`src/rtl/mic_volume_meter_if.sv`:
```
// Microphone volume meter bus: sample strobe and mode in, meter results out.
// The source side (testbench or upstream logic) uses the master modport and
// the meter core uses the slave modport.
interface mic_volume_meter_if #(
  parameter int SAMPLE_W = 12,
  parameter int LED_N    = 12
);
  localparam int LVL_W = $clog2(LED_N + 1);

  logic                sample_en;
  logic [SAMPLE_W-1:0] sample;
  logic                mode;
  logic [SAMPLE_W-2:0] peak;
  logic                peak_valid;
  logic [LVL_W-1:0]    level;
  logic [LVL_W-1:0]    hold_level;
  logic [LED_N-1:0]    led;

  modport master (
    output sample_en, sample, mode,
    input  peak, peak_valid, level, hold_level, led
  );

  modport slave (
    input  sample_en, sample, mode,
    output peak, peak_valid, level, hold_level, led
  );
endinterface

```
`src/rtl/mic_volume_meter.sv`:
```
// Microphone volume meter.
// Tracks the peak amplitude |sample - MID| over windows of WINDOW accepted
// samples, quantises each window peak to an LED level and drives either a
// bar graph (mode=0) or the raw sample MSBs (mode=1).
// Optional peak-hold marker: define MIC_VOLUME_METER_HOLD_EN to build it;
// without the macro hold_level is tied to 0 and no hold logic exists.
module mic_volume_meter #(
  parameter int SAMPLE_W     = 12,
  parameter int LED_N        = 12,
  parameter int WINDOW       = 2000,
  parameter int HOLD_WINDOWS = 8
) (
  input logic              CLK,
  input logic              reset,
  mic_volume_meter_if.slave bus
);

  localparam int AMP_W  = SAMPLE_W - 1;
  localparam int LVL_W  = $clog2(LED_N + 1);
  localparam int CNT_W  = $clog2(WINDOW);
  localparam int PROD_W = AMP_W + LVL_W;

  localparam logic [SAMPLE_W-1:0] MID = {1'b1, {AMP_W{1'b0}}};

  // Reject parameter sets the datapath widths cannot represent.
  generate
    if (SAMPLE_W < 2 || LED_N < 1 || LED_N > SAMPLE_W || WINDOW < 2 || HOLD_WINDOWS < 0) begin : g_param_check
      $error("mic_volume_meter: illegal parameter combination");
    end
  endgenerate

  typedef enum logic {ACCUM = 1'b0, UPDATE = 1'b1} state_t;

  state_t              state_reg;
  state_t              state_next;
  logic                window_end;
  logic                is_update;

  logic [SAMPLE_W-1:0] diff;
  logic [AMP_W-1:0]    amp;
  logic [AMP_W-1:0]    acc_max;

  logic [AMP_W-1:0]    acc_reg;
  logic [CNT_W-1:0]    cnt_reg;
  logic [AMP_W-1:0]    peak_reg;
  logic                peak_valid_reg;

  logic [PROD_W-1:0]   prod;
  logic [PROD_W:0]     sum;
  logic [PROD_W:0]     quo;
  logic [LVL_W-1:0]    level_calc;
  logic [LVL_W-1:0]    level_reg;
  logic [LVL_W-1:0]    level_next;
  logic [LVL_W-1:0]    hold_next;

  logic [LED_N-1:0]    bar;
  logic [LED_N-1:0]    led_reg;
  logic [LED_N-1:0]    led_next;

  // Amplitude: distance from midpoint; a sample of 0 gives MID which
  // does not fit in AMP_W bits, so it saturates to all ones.
  always_comb begin
    diff = MID - bus.sample;
    if (bus.sample[SAMPLE_W-1]) begin
      amp = bus.sample[AMP_W-1:0];
    end else if (diff[SAMPLE_W-1]) begin
      amp = '1;
    end else begin
      amp = diff[AMP_W-1:0];
    end
  end

  assign acc_max = (amp > acc_reg) ? amp : acc_reg;

  // FSM state register.
  always_ff @(posedge CLK) begin
    if (reset) begin
      state_reg <= ACCUM;
    end else begin
      state_reg <= state_next;
    end
  end

  // FSM next-state: a window-closing strobe moves to UPDATE for one cycle.
  always_comb begin
    state_next = state_reg;
    case (state_reg)
      ACCUM:   if (window_end) state_next = UPDATE;
      UPDATE:  state_next = ACCUM;
      default: state_next = ACCUM;
    endcase
  end

  // FSM outputs: window-close detect and the level-refresh cycle.
  always_comb begin
    window_end = bus.sample_en && (cnt_reg == CNT_W'(WINDOW - 1));
    is_update  = (state_reg == UPDATE);
  end

  // Window accumulator; strobes count in either state so none are dropped.
  always_ff @(posedge CLK) begin
    if (reset) begin
      acc_reg        <= '0;
      cnt_reg        <= '0;
      peak_reg       <= '0;
      peak_valid_reg <= 1'b0;
    end else begin
      peak_valid_reg <= 1'b0;
      if (bus.sample_en) begin
        if (window_end) begin
          peak_reg       <= acc_max;
          peak_valid_reg <= 1'b1;
          acc_reg        <= '0;
          cnt_reg        <= '0;
        end else begin
          acc_reg <= acc_max;
          cnt_reg <= cnt_reg + CNT_W'(1);
        end
      end
    end
  end

  // Quantised level: ceil(peak*LED_N / MID) clamped to LED_N, full-width product.
  always_comb begin
    prod       = PROD_W'(peak_reg) * PROD_W'(LED_N);
    sum        = {1'b0, prod} + {{(PROD_W + 1 - AMP_W){1'b0}}, {AMP_W{1'b1}}};
    quo        = sum >> AMP_W;
    level_calc = (quo > (PROD_W + 1)'(LED_N)) ? LVL_W'(LED_N) : quo[LVL_W-1:0];
    level_next = is_update ? level_calc : level_reg;
  end

  // Level register, refreshed only in the UPDATE cycle.
  always_ff @(posedge CLK) begin
    if (reset) begin
      level_reg <= '0;
    end else begin
      level_reg <= level_next;
    end
  end

`ifdef MIC_VOLUME_METER_HOLD_EN
  localparam int HCNT_W = (HOLD_WINDOWS > 0) ? $clog2(HOLD_WINDOWS + 1) : 1;

  logic [LVL_W-1:0]  hold_reg;
  logic [HCNT_W-1:0] hcnt_reg;
  logic [HCNT_W-1:0] hcnt_next;

  // Peak hold: capture a new high, sit for HOLD_WINDOWS updates, then decay by one per update.
  always_comb begin
    hold_next = hold_reg;
    hcnt_next = hcnt_reg;
    if (is_update) begin
      if (level_calc >= hold_reg) begin
        hold_next = level_calc;
        hcnt_next = HCNT_W'(HOLD_WINDOWS);
      end else if (hcnt_reg != '0) begin
        hcnt_next = hcnt_reg - HCNT_W'(1);
      end else if (hold_reg != '0) begin
        hold_next = hold_reg - LVL_W'(1);
      end
    end
  end

  // Peak-hold registers.
  always_ff @(posedge CLK) begin
    if (reset) begin
      hold_reg <= '0;
      hcnt_reg <= '0;
    end else begin
      hold_reg <= hold_next;
      hcnt_reg <= hcnt_next;
    end
  end

  assign bus.hold_level = hold_reg;
`else
  assign hold_next      = '0;
  assign bus.hold_level = '0;
`endif

  // Bar pattern: thermometer of the level plus a single hold marker bit.
  // Built from the next-cycle values so led and level change on the same edge.
  generate
    for (genvar gi = 0; gi < LED_N; gi++) begin : g_bar
      assign bar[gi] = (level_next > LVL_W'(gi)) || (hold_next == LVL_W'(gi + 1));
    end
  endgenerate

  // LED source select: raw MSBs latched per strobe, or the bar pattern.
  always_comb begin
    led_next = led_reg;
    if (bus.mode) begin
      if (bus.sample_en) begin
        led_next = bus.sample[SAMPLE_W-1 -: LED_N];
      end
    end else begin
      led_next = bar;
    end
  end

  // LED output register.
  always_ff @(posedge CLK) begin
    if (reset) begin
      led_reg <= '0;
    end else begin
      led_reg <= led_next;
    end
  end

  assign bus.peak       = peak_reg;
  assign bus.peak_valid = peak_valid_reg;
  assign bus.level      = level_reg;
  assign bus.led        = led_reg;

endmodule

```
`src/flat_wrapper.sv`:
```
// flat-port wrapper written by rule: the top's interface ports become plain ports
module mic_volume_meter_flat 
#(
  parameter int SAMPLE_W     = 12,
  parameter int LED_N        = 12,
  parameter int WINDOW       = 2000,
  parameter int HOLD_WINDOWS = 8
)
  (CLK, reset, bus_sample_en, bus_sample, bus_mode, bus_peak, bus_peak_valid, bus_level, bus_hold_level, bus_led);
  mic_volume_meter_if #(.SAMPLE_W(SAMPLE_W), .LED_N(LED_N)) bus_i ();
  input logic CLK;
  input logic reset;
  input wire logic [$bits(bus_i.sample_en)-1:0] bus_sample_en;
  input wire logic [$bits(bus_i.sample)-1:0] bus_sample;
  input wire logic [$bits(bus_i.mode)-1:0] bus_mode;
  output wire logic [$bits(bus_i.peak)-1:0] bus_peak;
  output wire logic [$bits(bus_i.peak_valid)-1:0] bus_peak_valid;
  output wire logic [$bits(bus_i.level)-1:0] bus_level;
  output wire logic [$bits(bus_i.hold_level)-1:0] bus_hold_level;
  output wire logic [$bits(bus_i.led)-1:0] bus_led;
  assign bus_i.sample_en = bus_sample_en;
  assign bus_i.sample = bus_sample;
  assign bus_i.mode = bus_mode;
  assign bus_peak = bus_i.peak;
  assign bus_peak_valid = bus_i.peak_valid;
  assign bus_level = bus_i.level;
  assign bus_hold_level = bus_i.hold_level;
  assign bus_led = bus_i.led;
  mic_volume_meter #(.SAMPLE_W(SAMPLE_W), .LED_N(LED_N), .WINDOW(WINDOW), .HOLD_WINDOWS(HOLD_WINDOWS)) u_core (.CLK(CLK), .reset(reset), .bus(bus_i));
endmodule
```
`config.mk`:
```
export PLATFORM = sky130hd
export DESIGN_NAME = mic_volume_meter_flat
export DESIGN_NICKNAME = d
export VERILOG_FILES = /design/src/rtl/mic_volume_meter_if.sv /design/src/rtl/mic_volume_meter.sv /design/src/flat_wrapper.sv
export SDC_FILE = /design/constraint.sdc
export NUM_CORES = 1
export LEC_CHECK = 0
export CORE_AREA = 2 2 72 102
export DETAILED_ROUTE_END_ITERATION = 10
export DIE_AREA = 0 0 74 104
export PLACE_DENSITY = 0.87
export RECOVER_POWER = 25
export SYNTH_ARGS = -nofsm -noshare
export SYNTH_HDL_FRONTEND = slang
export SYNTH_SLANG_ARGS = --single-unit
```
`constraint.sdc`:
```
create_clock -name CLK -period 4.82 [get_ports CLK]
set_clock_uncertainty 0.1 [all_clocks]
set_input_delay 0.482 -clock CLK [delete_from_list [all_inputs] [get_ports CLK]]
set_output_delay 0.482 -clock CLK [all_outputs]
set_load 0.05 [all_outputs]
```
After elaboration in Yosys (flattened, before gate mapping)
Cells that the tools add are included.
- order comparisons: 14
- bitwise logic cells: 2
- multiply operators: 1
- $add $sub $neg: 3
- equal/unequal tests: 2
- reduce and logical (&&, ||, !) cells: 3
- muxes and demuxes: 11
- operators with widths (cell ; count):
    $mux 11 ; 5
    $mux 12 ; 2
    $add 15x11->16 const B ; 1
    $gt 4x3->1 const B ; 4
    $gt 4x4->1 const B ; 4
    $mul 11x2->13 const B ; 1
    $sub 12x12->12 const A ; 1
    $add 11x1->11 const B ; 1
    $eq 11x11->1 const B ; 1
    $gt 11x11->1 ; 1
    $gt 4x1->1 const B ; 2
    $gt 4x2->1 const B ; 2
    $mux 4 ; 2
    $gt 5x4->1 const B ; 1
    $ne 2x2->1 const B ; 1
    $not 1->1 ; 2
    $pmux 1 s2 ; 1
    $reduce_and 2->1 ; 1
    $reduce_or 2->1 ; 1
    $logic_and 1x1->1 ; 1
    $mux 1 ; 1
- output and inout bits: 32
- flip-flop bits (word level): 51
- bits of input ports: 16
- word-level logic and storage cells: 43

Depth between registers and ports, before layout
Gate-level depths: netlist of run 1.
- depth after elaboration: 7
- mapped depth: 21
- mapped depth without buffers: 19

Least setup slack after synthesis of run 1
Ideal clock, no wire load.
- path kind: input to register
- start point: input port bus_sample[5]
- end point: register u_core.acc_reg[9]
- required time: 4.614 ns
- path buffers: 2
- stages: 21
- setup time: 0.106 ns
- setup slack: 0.371 ns
- arrival time: 4.243 ns
- path through: or4_1 -> nor4_1 -> nand2_1 -> nor4_4 -> nor2_1 -> nor2_1 -> a21oi_1 -> inv_1 -> ha_1 -> nor2b_1 -> o21a_1 -> o21a_1 -> o21a_1 -> o21a_1 -> o21ai_0 -> a21oi_1 -> a211oi_1 -> clkbuf_1 -> clkbuf_1 -> o2111ai_1 -> o311ai_0
- cells in the longest elaborated chain, start to end: 6
- ends and longest elaborated chain (item ; RTL line ; text):
    from (decl) ; flat_wrapper.sv:14 ; input wire logic [$bits(bus_i.sample)-1:0] bus_sample;
    $sub 12x12->12 ; mic_volume_meter.sv:63 ; diff = MID - bus.sample;
    $mux 11 ; mic_volume_meter.sv:66 ; end else if (diff[SAMPLE_W-1]) begin
    $mux 11 * ; mic_volume_meter.sv:64 ; if (bus.sample[SAMPLE_W-1]) begin
    $gt 11x11->1 ; mic_volume_meter.sv:73 ; assign acc_max = (amp > acc_reg) ? amp : acc_reg;
    $mux 11 * ; mic_volume_meter.sv:73 ;
    $mux 11 * ; mic_volume_meter.sv:110 ; if (window_end) begin
    to (signal assigned) ; mic_volume_meter.sv:116 ; acc_reg <= acc_max;
    to (decl) ; mic_volume_meter.sv:43 ; logic [AMP_W-1:0] acc_reg;
Every way passes the cells marked *; elsewhere a longest branch is shown, timed or not.
A chain may end at the register's enable or synchronous reset.

Final worst setup path of run 1
- start point: input port bus_sample[5]
- end point: register u_core.peak_reg[8] (netlist: u_core.bus.peak[8])
- cells in the longest elaborated chain, start to end: 5
- ends and longest elaborated chain (item ; RTL line ; text):
    $sub 12x12->12 ; mic_volume_meter.sv:63 ;
    $mux 11 ; mic_volume_meter.sv:66 ;
    $mux 11 * ; mic_volume_meter.sv:64 ;
    $gt 11x11->1 ; mic_volume_meter.sv:73 ;
    $mux 11 * ; mic_volume_meter.sv:73 ;
    to (signal assigned) ; mic_volume_meter.sv:111 ; peak_reg <= acc_max;
    to (decl) ; mic_volume_meter.sv:45 ; logic [AMP_W-1:0] peak_reg;
Marks and branches as above.

==> impl_metrics.tcl, run 1 <==
set metrics [dict create \
    rows 36 \
    grt_overflow 0 \
    ff2ff_path_depth 12 \
    synth.area.mux_share_pct 2.754 \
    setup_viol 0 \
    largest_register_ffs 12 \
    worst_ep_arrival_time_ps 4680 \
    async_reset_ff_share_pct 0 \
    rsz0062_at_grt "false" \
    netlist.area_leader.share_pct 27.40 \
    p_per_area_nw_per_um2 213.2 \
    tritoncts "yes" \
    cts_buffer_depth 2 \
    die_h_um 104 \
    period_share_pct 95.18 \
    yosysMostFrequentCell "dfxtp_1" \
    drv_slew 0 \
    drive_above_1_share_pct 9.514 \
    yosys_warnings 0 \
    drtIter0Drc 240 \
    cts-root-buf "clkbuf_8" \
    path_clk_slew_ps 90 \
    synth_top_family_by_area "compound AO/OA/AOI/OAI gates" \
    syn_inst 455 \
    synth-compound-area-share_pct 27.17 \
    hp-start "u_core.bus.led[1]" \
    drc 0 \
    place.port_buffers 43 \
    grt_pass1_vias 3446 \
    synth-simple-area-share_pct 22.16 \
    synth_common_cells "51 x dfxtp_1, 44 x nor2_1, 32 x inv_1" \
    grt_use_total_pct 25.36 \
    min_to "u_core.bus.led[1]" \
    slew_headroom_pct 57.13 \
    p_leak_nw 1.789 \
    fin_nets 537 \
    ant_nets 0 \
    drt-total-wl_um 9840 \
    synthTopCellsByArea "dfxtp_1 27%, ha_1 8.7%, nor2_1 4.4%" \
    first_pass_iters 5 \
    fin_tns_setup_ps 0 \
    r2r-end "u_core.bus.led[1]" \
    cts_buffers 5 \
    period_minus_slack_ps 4588 \
    status "finished clean" \
    htree_levels 2 \
    reg2reg_from "u_core.bus.peak[1]" \
    synth_edf_count 0 \
    synth_fa_ha_area_share_pct 9.268 \
    end_kind "register" \
    final_hold_viol_count 0 \
    n_antenna_cell 0 \
    crit_fanout 8 \
    routabilityCongestion 0.9358 \
    holdCritPathClass "reg -> reg" \
    dp.cells 582 \
    syn_to_final_growth_pct 17.36 \
    core_sq_um 6802 \
    grt_pass1_wl_um 15690 \
    die_w_um 74 \
    worst_pin_slew_ps 641.0 \
    synth_top_area_cell "dfxtp_1" \
    pin_count 48 \
    critical_path_class "in -> reg" \
    drv_cap 0 \
    dieArea_sq_um 7696 \
    synth_area_sq_um 3726 \
    rrSetupSlack_ps 980 \
    synth.distinct_cells 67 \
    avgViaCountPerCell 6.183 \
    fmax_ghz 0.2180 \
    synth_xor_area_share_pct 4.668 \
    peakVddDrop_mv 0.2341 \
    antenna_found_initial 0 \
    synth_seq_cells 51 \
    start_util_pct 54.78 \
    wl_per_cell_um 16.71 \
    numClockSinks 51 \
    avgSynthCellArea_sq_um 8.189 \
    dp_hpwl_um 7296 \
    critPathLaunchType "input pin" \
    final_util_pct 64.29 \
    required_ps 4920 \
    final_cell_count_no_fill 589 \
    whs_path_depth 2 \
    grt_max_degree 32 \
    ys_seq_area_share_pct 27.40 \
    num_vias 3642 \
    synth_flop_cell "dfxtp_1" \
    clock_latency_ps 310 \
]
## repair_timing
item / in CTS / in global routing
hold buffers: 0 / 0
resized for setup: 0 / 2
setup buffers: 0 / 0
endpoints found under the setup margin: 0 / 4
## logic make-up after synthesis
family / Yosys count
and+or+nand+nor: 158
AOI/OAI and AO/OA: 129
buffers and inverters: 60
DFF: 51
adders and majority gates: 27
xor gates and xnor gates: 19
muxes: 10
other: 1
## metrics by stage
| stage | hold slack (ps) | area, sq um | total power, mW | setup WS, ps |
|---|---|---|---|---|
| 2_1_floorplan | 361.7 | 3737 | 0.6186 | 371.0 |
| 3_3_place_gp | 374.7 | 4280 | 0.6883 | 137.7 |
| 3_5_place_dp | 378.3 | 4280 | 0.6958 | 1.392 |
| 4_1_cts | 393.5 | 4363 | 0.9324 | 266.9 |
| 5_1_grt | 415.7 | 4373 | 0.9780 | 24.48 |
| 6_report | 393.2 | 4373 | 0.9321 | 232.2 |
## layout make-up
class / instances / area, sq um
repair buffers: 57 / 539.3
fillers: 560 / 2429
inverters: 32 / 120.1
multi-input cells: 347 / 2491
clock buffers: 5 / 68.82
flip-flops and latches: 51 / 1021
well taps: 95 / 118.9
clock inverters: 2 / 13.76
## critical path, cell delays in order
cell,delay (ps)
clkdlybuf4s50_1,450
or4_1,610
nor4_2,220
nand2_1,170
nor4_4,180
nor2_1,70
nor2_1,90
a21oi_1,70
inv_1,120
ha_1,240
nor2b_1,130
o21a_1,160
o21a_1,170
o21a_1,180
o21a_1,170
o21ai_0,150
a21oi_1,120
a211oi_2,310
buf_4,220
nor2_1,60
o311ai_0,330
## cell usage in the layout (no fill, tap or decap), types with 6 or more instances in the layout
master / Yosys / layout
a211o_1: 6 / 6
a21o_1: 7 / 7
a21oi_1: 24 / 24
and3_1: 7 / 7
buf_4: 4 / 13
clkdlybuf4s50_1: 0 / 24
dfxtp_1: 51 / 51
dlygate4sd3_1: 0 / 19
ha_1: 26 / 26
inv_1: 32 / 32
mux2i_1: 8 / 8
nand2_1: 26 / 26
nand3_1: 19 / 19
nand4_1: 9 / 9
nor2_1: 44 / 44
nor2b_1: 7 / 7
nor3_1: 8 / 7
o2111ai_1: 13 / 13
o21a_1: 9 / 9
o21ai_0: 12 / 12
o311ai_0: 16 / 16
or4_1: 11 / 11
xnor2_1: 9 / 9
xor2_1: 9 / 9
## report_power, final
group | internal (mW) | switching [mW]
sequential | 0.440 | 0.0130
combinational | 0.0906 | 0.149
clock | 0.0995 | 0.140
## metal layers
metal  vias to the layer above  share of wire [%]  global-route usage, %
met5                         -                  0                      0
met4                         0                3.7                  12.21
met3                        30                3.9                  3.198
met2                       117                 53                  44.58
met1                      1722                 40                  29.15
li1                       1773                  -                      -
## worst max-delay path by stage
stage / slack [ps] / depth (start not counted) / startpoint / to
2_1_floorplan: 370 / 21 / bus_sample[5] / u_core.acc_reg[9]
3_3_place_gp: 140 / 21 / bus_sample[5] / u_core.bus.peak[9]
3_5_place_dp: 1 / 21 / bus_sample[5] / u_core.bus.peak[8]
4_1_cts: 270 / 21 / bus_sample[5] / u_core.bus.peak[8]
5_1_grt: 20 / 21 / bus_sample[5] / u_core.bus.peak[9]
6_report: 230 / 21 / bus_sample[5] / u_core.bus.peak[8]
No activity file was read; power rests on OpenSTA's default activity.
==> run 2: changes to the inputs <==
--- a/config.mk
+++ b/config.mk
@@ -5,10 +5,12 @@
 export SDC_FILE = /design/constraint.sdc
 export NUM_CORES = 1
 export LEC_CHECK = 0
-export CORE_AREA = 2 2 72 102
+export CELL_PAD_IN_SITES_DETAIL_PLACEMENT = 1
+export CELL_PAD_IN_SITES_GLOBAL_PLACEMENT = 1
+export CORE_AREA = 2 2 98 137
 export DETAILED_ROUTE_END_ITERATION = 10
-export DIE_AREA = 0 0 74 104
-export PLACE_DENSITY = 0.87
+export DIE_AREA = 0 0 100 139
+export PLACE_DENSITY = 0.68
 export RECOVER_POWER = 25
 export SYNTH_ARGS = -nofsm -noshare
 export SYNTH_HDL_FRONTEND = slang
==> impl_metrics.tcl, run 2 (synthesis gave the netlist of run 1 again) <==
set metrics [dict create \
    path_clk_slew_ps 70 \
    worst_pin_slew_ps 687.6 \
    critPathLaunchType "input pin" \
    path_cells "clkdlybuf4s50_1, or4_1, nor4_2, nand2_1, nor4_4, nor2_1, nor2_1, a21oi_1, inv_1, ha_1, nor2b_1, o21a_1, o21a_1, o21a_1, o21a_1, o21ai_0, a21oi_1, a211oi_2, buf_4, nor2_1, o311ai_0" \
    status "finished clean" \
    slew_headroom_pct 54.02 \
    crit_slowest_cell "or4_1" \
    cp_slowest_stage_delay_ps 560 \
    rows 49 \
    crit_cells 21 \
    drv_cap 0 \
    grt_pass1_wl_um 19340 \
    htree_levels 2 \
    tritoncts "yes" \
    fmax_ghz 0.2270 \
    dp_hpwl_um 8984 \
    place.port_buffers 43 \
    die_w_um 100 \
    min_to "u_core.bus.led[1]" \
    end_kind "register" \
    cp_num_buf_inv 3 \
    die_h_um 139 \
    hp-start "u_core.bus.led[1]" \
    dp.cells 646 \
    clock_latency_ps 300 \
    drtIter0Drc 135 \
    crit_top_cell "o21a_1" \
    required_ps 4910 \
    num_vias 3664 \
    avgViaCountPerCell 5.602 \
    p_total_mw 1.122 \
    largest_register_ffs 12 \
    peakVddDrop_mv 0.1440 \
    grt_max_degree 31 \
    critPathTopFamily "compound AO/OA/AOI/OAI gates" \
    fin_nets 543 \
    final_cell_count_no_fill 654 \
    ff2ff_path_depth 12 \
    layout.cells.most_common "dfxtp_1" \
    period_minus_slack_ps 4406 \
    setup_viol 0 \
    dpl_cell_area_sq_um 4398 \
    drt-total-wl_um 11470 \
    grt_pass1_vias 3872 \
    cts_buffer_depth 2 \
    critical_path_class "in -> reg" \
    routabilityCongestion 0.8193 \
    core_sq_um 12750 \
    period_share_pct 91.42 \
    p_per_area_nw_per_um2 245.0 \
    reg2reg_from "u_core.bus.peak[1]" \
    numClockSinks 51 \
    cts_hold_buffers 0 \
    final_util_pct 35.93 \
    final_area_sq_um 4582 \
    holdCritPathClass "reg -> reg" \
    drv_slew 0 \
    ant_nets 0 \
    start_util_pct 29.22 \
    final_cell_mix "51 x dfxtp_1, 44 x nor2_1, 32 x inv_1" \
    wl_per_cell_um 17.54 \
    grt_use_total_pct 17.12 \
    drive_above_1_share_pct 10.78 \
    final_hold_viol_count 0 \
    crit_fanout 6 \
    grt_overflow 0 \
    r2r-end "u_core.bus.led[1]" \
    cts_buffers 5 \
    p_leak_nw 1.861 \
    whs_path_depth 2 \
    n_antenna_cell 0 \
    rrSetupSlack_ps 1010 \
    syn_to_final_growth_pct 22.97 \
    cts-root-buf "clkbuf_16" \
    worst_ep_arrival_time_ps 4500 \
    dieArea_sq_um 13900 \
    rsz0062_at_grt "false" \
    first_pass_iters 4 \
    antenna_found_initial 0 \
    drc 0 \
    pin_count 48 \
]
==> run 2: cell types whose count changed in the layout (fill, tap and decap cells not counted) <==
cell       delta
o311ai_0      -1
bufinv_16     +1
o311ai_1      +1
buf_4         +6
clkinv_4      -1
clkbuf_8      -4
clkbuf_16     +5
==> run 2: metal layers <==
metal | global-route usage (%) | share of wire (%) | wire (um)
met3 | 1.764 | 1.6 | 188
met2 | 32.43 | 54 | 6249
met4 | 8.580 | 3.8 | 439
met1 | 18.33 | 40 | 4594
met5 | 0 | 0 | 0
==> run 2: worst max-delay path by stage <==
stage	startpoint	to
2_1_floorplan	bus_sample[5]	u_core.acc_reg[9]
3_3_place_gp	bus_sample[5]	u_core.bus.peak[1]
3_5_place_dp	bus_sample[3]	u_core.bus.peak[8]
4_1_cts	bus_sample[5]	u_core.bus.peak[8]
5_1_grt	bus_sample[3]	u_core.bus.peak[8]
6_report	bus_sample[3]	u_core.bus.peak[7]
==> run 2: where the power goes <==
group	total [mW]	switching (mW)	internal, mW
Sequential	0.454	0.0136	0.441
Combinational	0.251	0.154	0.0963
Clock	0.418	0.159	0.258
Total	1.12	0.327	0.795
==> run 2: stage by stage <==
stage / setup slack, ps / hold slack, ps / TNS [ps]
6_report: 413.8 / 383.0 / 0
2_1_floorplan: 371.0 / 361.7 / 0
5_1_grt: 41.62 / 417.9 / 0
3_3_place_gp: 101.8 / 378.5 / 0
3_5_place_dp: -15.47 / 374.9 / -15.47
4_1_cts: 263.2 / 387.0 / 0
==> run 2: layout make-up <==
class                   instances  area [sq um]
fillers                      1534          8170
multi-input cells             347          2491
flip-flops and latches         51          1021
repair buffers                 63         584.3
well taps                     153         191.4
clock buffers                   6         138.9
inverters                      32         120.1
clock inverters                 2         35.03
==> run 2: timing repair <==
item	in CTS	in global routing
gates resized for setup	0	3
setup endpoints to repair	0	14
setup buffers	0	0
==> run 2: worst reg2reg max path: stages (launching register included) <==
cell and delay, ps:
dfxtp_1 390, ha_1 260, fa_1 410, a21o_1 230, or4b_1 490, a211oi_2 270, o211a_4 240, nand3_2 110
a21o_1 230, a31oi_2 380, and3b_1 360, a22o_1 180, a21oi_1 60
